--- src/rtl/aes_inv_round_ctrl.sv ---
// -----------------------------------------------------------------------------
// aes_inv_round_ctrl
//
// Sequencing controller for an iterative AES-128 inverse cipher. The controller
// owns the 128-bit state register and a round counter. It steps an external
// combinational inverse-round datapath through rounds 9..1 and then the final
// round, and it selects which round key is read from an external key store.
// A block is accepted only when the controller is idle, so no pipelining is
// done.
//
// Optional feature: define AES_INV_ABORT_EN to add the 'abort' input. When
// abort is high at a clock edge, the FSM returns to IDLE and the state register
// keeps its value.
//
// Ports
//   clk        in   1    clock, rising edge
//   rst        in   1    synchronous reset, active high
//   in_valid   in   1    ciphertext block offered
//   in_ready   out  1    block accepted this cycle (IDLE only)
//   in_data    in   128  ciphertext block
//   out_valid  out  1    plaintext available (DONE)
//   out_ready  in   1    consumer takes plaintext
//   out_data   out  128  plaintext, equal to the state register
//   rk_idx     out  4    round-key index requested from the key store
//   rk_in      in   128  round key for rk_idx (combinational lookup)
//   dp_state   out  128  state driven to the inverse-round datapath
//   dp_last    out  1    final round, so the datapath skips InvMixColumns
//   dp_out     in   128  datapath result
//   busy       out  1    high in every state except IDLE
//   abort      in   1    (AES_INV_ABORT_EN only) return to IDLE
//
// State   | meaning
// --------+--------------------------------------------------------------
// IDLE    | waiting for a block; rk_idx=10 for the initial AddRoundKey
// ROUND   | full inverse round using key 'round'; counts 9 down to 1
// FINAL   | last inverse round with key 0, InvMixColumns skipped
// DONE    | plaintext presented and held until out_ready
// -----------------------------------------------------------------------------
module aes_inv_round_ctrl (
    input  logic         clk,
    input  logic         rst,
    input  logic         in_valid,
    output logic         in_ready,
    input  logic [127:0] in_data,
    output logic         out_valid,
    input  logic         out_ready,
    output logic [127:0] out_data,
    output logic [3:0]   rk_idx,
    input  logic [127:0] rk_in,
    output logic [127:0] dp_state,
    output logic         dp_last,
    input  logic [127:0] dp_out,
    output logic         busy
`ifdef AES_INV_ABORT_EN
   ,input  logic         abort
`endif
);

    typedef enum logic [1:0] {
        S_IDLE  = 2'd0,
        S_ROUND = 2'd1,
        S_FINAL = 2'd2,
        S_DONE  = 2'd3
    } fsm_t;

    localparam logic [3:0] RK_FIRST = 4'd10;

    fsm_t         fsm_q, fsm_d;
    logic [3:0]   round_q, round_d;
    logic [127:0] state_q, state_d;

    logic         abort_w;
    logic         accept;

`ifdef AES_INV_ABORT_EN
    assign abort_w = abort;
`else
    assign abort_w = 1'b0;
`endif

    // in_ready is masked by abort so that a block is never both accepted and
    // dropped in the same cycle.
    assign in_ready = (fsm_q == S_IDLE) && !rst && !abort_w;
    assign accept   = in_valid && in_ready;

    // The outputs come from the registered FSM state. They are also gated by
    // rst, so that they read as idle for the whole time reset is held.
    assign out_valid = (fsm_q == S_DONE)  && !rst;
    assign busy      = (fsm_q != S_IDLE)  && !rst;
    assign dp_last   = (fsm_q == S_FINAL) && !rst;
    assign out_data  = state_q;
    assign dp_state  = state_q;

    always_comb begin
        rk_idx = RK_FIRST;
        if (!rst) begin
            case (fsm_q)
                S_ROUND: rk_idx = round_q;
                S_FINAL: rk_idx = 4'd0;
                default: rk_idx = RK_FIRST;
            endcase
        end
    end

    always_comb begin
        fsm_d   = fsm_q;
        round_d = round_q;
        state_d = state_q;
        case (fsm_q)
            S_IDLE: begin
                if (accept) begin
                    state_d = in_data ^ rk_in;
                    round_d = 4'd9;
                    fsm_d   = S_ROUND;
                end
            end
            S_ROUND: begin
                state_d = dp_out;
                if (round_q == 4'd1) begin
                    fsm_d = S_FINAL;
                end else begin
                    round_d = round_q - 4'd1;
                end
            end
            S_FINAL: begin
                state_d = dp_out;
                fsm_d   = S_DONE;
            end
            S_DONE: begin
                if (out_ready) begin
                    fsm_d = S_IDLE;
                end
            end
            default: fsm_d = S_IDLE;
        endcase
        // Abort drops the block in flight but leaves the state register as it
        // is, so a partly processed value stays visible on out_data.
        if (abort_w) begin
            fsm_d   = S_IDLE;
            round_d = round_q;
            state_d = state_q;
        end
    end

    always_ff @(posedge clk) begin
        if (rst) begin
            fsm_q   <= S_IDLE;
            round_q <= 4'd0;
            state_q <= 128'd0;
        end else begin
            fsm_q   <= fsm_d;
            round_q <= round_d;
            state_q <= state_d;
        end
    end

endmodule

--- config.mk ---
export PLATFORM = sky130hd
export DESIGN_NAME = aes_inv_round_ctrl
export DESIGN_NICKNAME = d
export VERILOG_FILES = /design/src/rtl/aes_inv_round_ctrl.sv
export SDC_FILE = /design/constraint.sdc
export NUM_CORES = 1
export LEC_CHECK = 0
export BUFFER_PORTS_ARGS = -buffer_cell sky130_fd_sc_hd__buf_2
export CORE_AREA = 4 4 250 252
export CTS_CLUSTER_SIZE = 20
export DETAILED_ROUTE_END_ITERATION = 10
export DIE_AREA = 0 0 254 256
export PLACE_DENSITY = 0.43
export SYNTH_ARGS = -nofsm -noshare
export SYNTH_HDL_FRONTEND = slang
export SYNTH_SLANG_ARGS = --single-unit
--- constraint.sdc ---
create_clock -name clk -period 3.6 [get_ports clk]
set_clock_uncertainty 0.05 [all_clocks]
set_input_delay 0.18 -clock clk [delete_from_list [all_inputs] [get_ports clk]]
set_output_delay 0.18 -clock clk [all_outputs]
set_load 0.01 [all_outputs]
==> results of run 1 <==
==> through the flow <==
step,std cells,util,power [W],worst slack [ns]
floorplan,893,-,0.00630,1.74
global placement,2143,0.180,0.00770,1.50
detailed placement,2143,0.180,0.00769,1.39
CTS,2294,0.209,0.00973,1.37
global route,2295,0.209,0.0103,1.27
finish,2295,0.209,0.00952,1.39
==> power by group <==
| part | switching [W] | internal, W | leakage (nW) | total [W] |
|---|---|---|---|---|
| logic | 0.00290 | 0.00212 | 4.66 | 0.00502 |
| registers | 0.000570 | 0.00212 | 1.10 | 0.00269 |
| clock network | 0.000717 | 0.00109 | 0.293 | 0.00181 |
| total | 0.00419 | 0.00534 | 6.06 | 0.00952 |
==> area by class of cell <==
class	instances	area, µm²
Fill cell	6635	47500
Timing Repair Buffer	774	4530
Multi-Input combinational cell	563	3760
Sequential cell	134	2680
Tap cell	782	978
Clock buffer	22	484
Clock inverter	10	120
Inverter	9	33.8
Antenna cell	1	2.50
==> cells in the final DEF, fill, tap and decap left out, drive strengths merged, types with 3 or more instances in the layout <==
| cell | instances |
|---|---|
| a21oi | 3 |
| a22o | 128 |
| buf | 655 |
| clkbuf | 22 |
| clkinv | 5 |
| dfxtp | 134 |
| dlygate4sd3 | 119 |
| ha | 7 |
| inv | 10 |
| mux2i | 4 |
| nand2 | 135 |
| nand2b | 3 |
| nor2 | 3 |
| nor2b | 5 |
| o21ai | 129 |
| xnor2 | 128 |
==> critical path, delay by kind of cell, from the launching register on <==
| family | cells | cell delay [ns] |
|---|---|---|
| buf+inv | 2 | 0.54 |
| flops | 1 | 0.39 |
| mux | 1 | 0.30 |
| fa+ha+maj | 1 | 0.29 |
| compound gates | 1 | 0.25 |
| simple gates | 1 | 0.22 |
==> per-layer routing <==
metal,vias up,track usage
li1,4149,-
met4,0,0.0524
met3,56,0.0262
met1,3647,0.0983
met2,475,0.174
met5,-,0
==> state kept, by name, indices dropped and copies added, names as in the netlist <==
register and flops:
fsm_q 2, round_q 4, dp_state 128
==> worst paths after layout <==
kind | start | endpoint | slack, ns
worst max-delay path | fsm_q[0]$_SDFFE_PP0P_ | dp_state[55]$_SDFFE_PP0P_ | 1.39
worst min-delay path | dp_out[97] | dp_state[97]$_SDFFE_PP0P_ | 0.04
worst max register to register | fsm_q[0]$_SDFFE_PP0P_ | dp_state[55]$_SDFFE_PP0P_ | 1.39
worst min register to register | dp_state[73]$_SDFFE_PP0P_ | dp_state[73]$_SDFFE_PP0P_ | 0.46
==> synth_stat cells, drive strengths merged (2+ instances only) <==
cell     count  area [µm²]
o31ai        2        15.0
o2111ai      2        17.5
nand2      135         507
a21oi        3        15.0
a21o         2        15.0
a22o       128        1120
ha           7        87.6
mux2i        4        40.0
buf        172        1180
nor2         3        11.3
nor3         2        10.0
xnor2      128        1120
clkbuf      15        56.3
o21ai      129         646
dfxtp      134        2680
nand2b       3        18.8
inv          9        33.8
or3          2        12.5
nor2b        5        31.3
==> cells by family (layout without fill, tap and decap cells) <==
logic type                 Yosys count  count (layout)  synth area share
AOI/OAI and AO/OA                  271             271             0.244
buffers and inverters              196             815             0.166
and+or+nand+nor                    153             153            0.0800
DFF                                134             134             0.349
xor gates and xnor gates           128             128             0.146
adders and majority gates            7               7            0.0114
muxes                                4               4           0.00520
other                                0               1                 0
==> timing repair <==
item                                   4_1_cts  5_1_grt
setup buffers                                0        0
hold buffers                               119        0
endpoints found under the hold margin      119        0
==> impl_results.md, run 1 <==
- Hold-critical path depth: 4
- Static leakage: 6.06 nW
- WL per Instance: 14.5 µm
- # setup viols final: 0
- Max-cap viol count: 0
- Post-synth EDFFs: 0
- PortBufs: 651
- Initial antenna violation count: 6
- Drt first-iter violations: 316
- Worst Reg-to-Reg Cells: 6
- Dpl hpwl: 25400 µm
- Layout cell share with drive strength beyond 1: 0.456
- Arrival @ worst endpoint: 2.55 ns
- Slew Limit Fails: 0
- Setup_tns: 0 ns
- Total GRT Usage: 0.0957
- Vias in the first global route: 8504
- Die width: 254 µm
- Req. time, crit path: 3.95 ns
- NumNets Final: 1894
- FP Rows: 90
- CTS buffer count: 17
- RSZ-0062 raised after global routing: no
- DRC Markers: 0
- Metal2 WL: 16600 µm
- Post-synth top flop: dfxtp_1
- Final hold vios: 0
- Post-Route M1 WL: 12500 µm
- Worst slew pin tran: 0.769 ns
- Status: completed
- Vias/cell: 3.63
- Max layer used: met4
- Mean Syn Cell Area: 8.62 µm²
- HP Class: in2reg
- ANT nets after route: 0
- CP max stage cell: buf_12
- Cell area after layout: 0.0126 mm²
- Syn Std Cell Area: 0.00770 mm²
- Syn_nets: 1288
- Worst-path clk slew: 0.06 ns
- Final min period: 2.21 ns
- Core ar.: 0.0601 mm²
- Post-synthesis sequential area ratio: 0.349
- # clock sinks: 134
- DRT Wirelength: 33200 µm
- Clock Latency Late Sink: 0.45 ns
- Starting density of the core: 0.128
- CP Cell Sequence: inv_1 > ha_4 > mux2i_1 > and2_4 > buf_12 > a22o_1
- Fmax: 453 MHz
- Cells after Synth: 893
- Peak supply drop: 0.750 mV
- Crit path kind: reg2reg
- Yosys cell types: 28
- CTS tree: built
- Crit start category: flip-flop
- Gpl congestion: 0.829
- Post_cts resized: 0
- Post-synth ARST share: 0
- Die area: 0.0650 mm²
- CTS max path bufs: 2
- Clk Tree Root Cell: clkbuf_16
- Placed cell area: 0.0108 mm²
- Final period util: 0.613
- Area grow syn2layout: 63.6%
- Io pins: 652
- Worst setup EP type: flip-flop
- Max-slew headroom: 0.484
- Via count: 8327
- PwrDens: 756 mW/mm²
- Flop and latch count out of synthesis: 134
- Die Ht: 256 µm
- Worst path max stage delay: 0.42 ns
- Largest net degree at the start of global routing: 136
- Worst-path maximum fanout: 128
- H-tree Lvls: 4
- Initial DRT Pass Iterations: 4
- Congestion Overflow GR: 0
- First-pass GRT wire length: 47500 µm
- Routed length on met3: 2680 µm
- Synth warn: 0
- Worst hold slack: 0.0417 ns
Power figures use the tool's default switching activity.
==> inputs of run 2 (changes only) <==
--- a/config.mk
+++ b/config.mk
@@ -6,10 +6,10 @@
 export NUM_CORES = 1
 export LEC_CHECK = 0
 export BUFFER_PORTS_ARGS = -buffer_cell sky130_fd_sc_hd__buf_2
-export CORE_AREA = 4 4 250 252
+export CORE_AREA = 4 4 252 254
 export CTS_CLUSTER_SIZE = 20
 export DETAILED_ROUTE_END_ITERATION = 10
-export DIE_AREA = 0 0 254 256
+export DIE_AREA = 0 0 256 258
 export PLACE_DENSITY = 0.43
 export SYNTH_ARGS = -nofsm -noshare
 export SYNTH_HDL_FRONTEND = slang
==> constraint.sdc (replaced) <==
create_clock -name clk -period 2.05 [get_ports clk]
set_clock_uncertainty 0.05 [all_clocks]
set_input_delay 0.1025 -clock clk [delete_from_list [all_inputs] [get_ports clk]]
set_output_delay 0.1025 -clock clk [all_outputs]
set_load 0.01 [all_outputs]
==> impl_results.md, run 2 (synthesis gave the netlist of run 1 again) <==
- Worst slew pin tran: 0.499 ns
- Sequential fraction of design power: 0.262
- Clk Tree Root Cell: clkbuf_16
- Worst path max stage delay: 0.34 ns
- Die Ht: 258 µm
- Dpl cells: 2169
- Most frequent cells in the layout: buf_2 (651), dlygate4sd3_1 (299), nand2_1 (134)
- CP Cell Sequence: inv_2 > ha_4 > buf_12 > buf_4 > buf_16 > o21ai_0 > a22o_1
- Clock power frac: 0.172
- HP Class: in2reg
- Worst setup EP type: flip-flop
- PortBufs: 651
- Area grow syn2layout: 91.2%
- Max-cap viol count: 0
- Congestion Overflow GR: 0
- Worst-path maximum fanout: 111
- CP max stage cell: dfxtp_2
- Crit path kind: reg2reg
- Global routing's busiest layer: met2
- Layout cell share with drive strength beyond 1: 0.421
- Met2 Usage GRT: 0.195
- Worst Path Buf+Inv: 4
- Worst-path clk slew: 0.07 ns
- Via count: 9230
- Vias in the first global route: 9734
- First-pass GRT wire length: 54500 µm
- Fin cells: 2508
- Largest net degree at the start of global routing: 112
- Req. time, crit path: 2.35 ns
- Static leakage: 6.97 nW
- Pint: 0.0103 W
- Io pins: 652
- Commonest non-fill, non-tap cell in the layout: buf_2
- Global Route met3 Usage: 0.0309
- WL per Instance: 14.4 µm
- Core Util, Final: 0.240
- # clock sinks: 134
- Initial antenna violation count: 1
- Clock Latency Late Sink: 0.45 ns
- Die width: 256 µm
- CTS buffer count: 17
- Dpl hpwl: 25600 µm
- Gpl congestion: 0.968
- CTS tree: built
- PwrDens: 1240 mW/mm²
- Crit start category: flip-flop
- Placed cell area: 0.0110 mm²
- DRT Wirelength: 36100 µm
- Die area: 0.0660 mm²
- RSZ-0062 raised after global routing: no
- Final min period: 1.92 ns
- Arrival @ worst endpoint: 2.22 ns
- H-tree Lvls: 4
- DRC Markers: 0
- Fmax: 520 MHz
- Peak supply drop: 1.03 mV
- Setup_tns: 0 ns
- FP Rows: 91
- Initial DRT Pass Iterations: 7
- Final period util: 0.938
- Final hold vios: 0
- Vias/cell: 3.68
- Sw Pwr: 0.00792 W
- # fillers: 6531
- Drt first-iter violations: 520
- Cell area after layout: 0.0147 mm²
- Comb power frac: 0.566
- Total GRT Usage: 0.105
- Delay-heaviest family, CP: buffers and inverters
- Max reg flops: 128
- Core ar.: 0.0613 mm²
- NumNets Final: 2099
- Starting density of the core: 0.126
- Status: completed
- Slew Limit Fails: 0
- # setup viols final: 0
- ANT nets after route: 0
- Max-slew headroom: 0.665
- CTS max path bufs: 2
- M1 GR Usage: 0.103
- Sw Ratio: 0.435
==> run 2: changes by cell type in the layout (fill, tap and decap cells not counted), sizes merged <==
| cell | delta |
|---|---|
| buf | +23 |
| bufbuf | +2 |
| clkbuf | -4 |
| clkinv | -1 |
| clkinvlp | +1 |
| dlygate4sd3 | +180 |
| inv | +4 |
==> run 2: worst paths after layout <==
| path | slack, ns | start | depth (start not counted) | endpoint |
|---|---|---|---|---|
| setup / recovery | 0.13 | fsm_q[0]$_SDFFE_PP0P_ | 7 | dp_state[34]$_SDFFE_PP0P_ |
| hold / removal | 0.04 | dp_out[97] | 4 | dp_state[97]$_SDFFE_PP0P_ |
| setup reg to reg | 0.13 | fsm_q[0]$_SDFFE_PP0P_ | 7 | dp_state[34]$_SDFFE_PP0P_ |
| hold reg to reg | 0.45 | dp_state[17]$_SDFFE_PP0P_ | 1 | dp_state[17]$_SDFFE_PP0P_ |
==> run 2: layout make-up <==
type	count	area, µm²	share of cell area
clock inverters	14	150	0.0102
flip-flops and latches	134	2690	0.182
clock buffers	18	429	0.0292
well taps	790	988	0.0672
inverters	9	33.8	0.00230
diodes	1	2.50	0.000170
repair buffers	979	6650	0.452
multi-input cells	563	3780	0.257
==> run 2: layer usage <==
| metal | wire [µm] | vias up |
|---|---|---|
| met3 | 2430 | 60 |
| met4 | 1900 | 0 |
| met5 | 0 | - |
| li1 | - | 4569 |
| met1 | 13000 | 4103 |
| met2 | 18700 | 498 |
==> run 2: tightest hold or removal path, delay by kind of cell <==
kind	cells	cell delay (ns)
buffers and inverters	1	0.08
and+or+nand+nor	1	0.07
AOI/OAI and AO/OA	2	0.27
==> run 2: power groups by stage <==
stage / clock network, W / logic (W) / registers (W)
after floorplan: 0 / 0.00607 / 0.00499
after global placement: 0 / 0.00918 / 0.00480
after detailed placement: 0 / 0.00919 / 0.00480
after CTS: 0.00332 / 0.0103 / 0.00477
after global routing: 0.00342 / 0.0113 / 0.00492
final: 0.00313 / 0.0103 / 0.00477
==> run 2: repair_timing <==
action,CTS,global route
gates resized for setup,12,2
pin swaps,1,2
endpoints found under the hold margin,130,0
hold buffers,299,0
endpoints found under the setup margin,4,4
cloned,2,0
buffers inserted,4,1
==> run 2: through the flow <==
stage | hold WS (ns) | setup slack, ns | total power (W)
after global placement | 0.366 | 0.128 | 0.0140
after detailed placement | 0.377 | 0.107 | 0.0140
after floorplan | 0.278 | 0.189 | 0.0111
final | 0.0440 | 0.127 | 0.0182
after global routing | 0.00566 | 0.0209 | 0.0196
after CTS | 0.000274 | 0.0478 | 0.0184
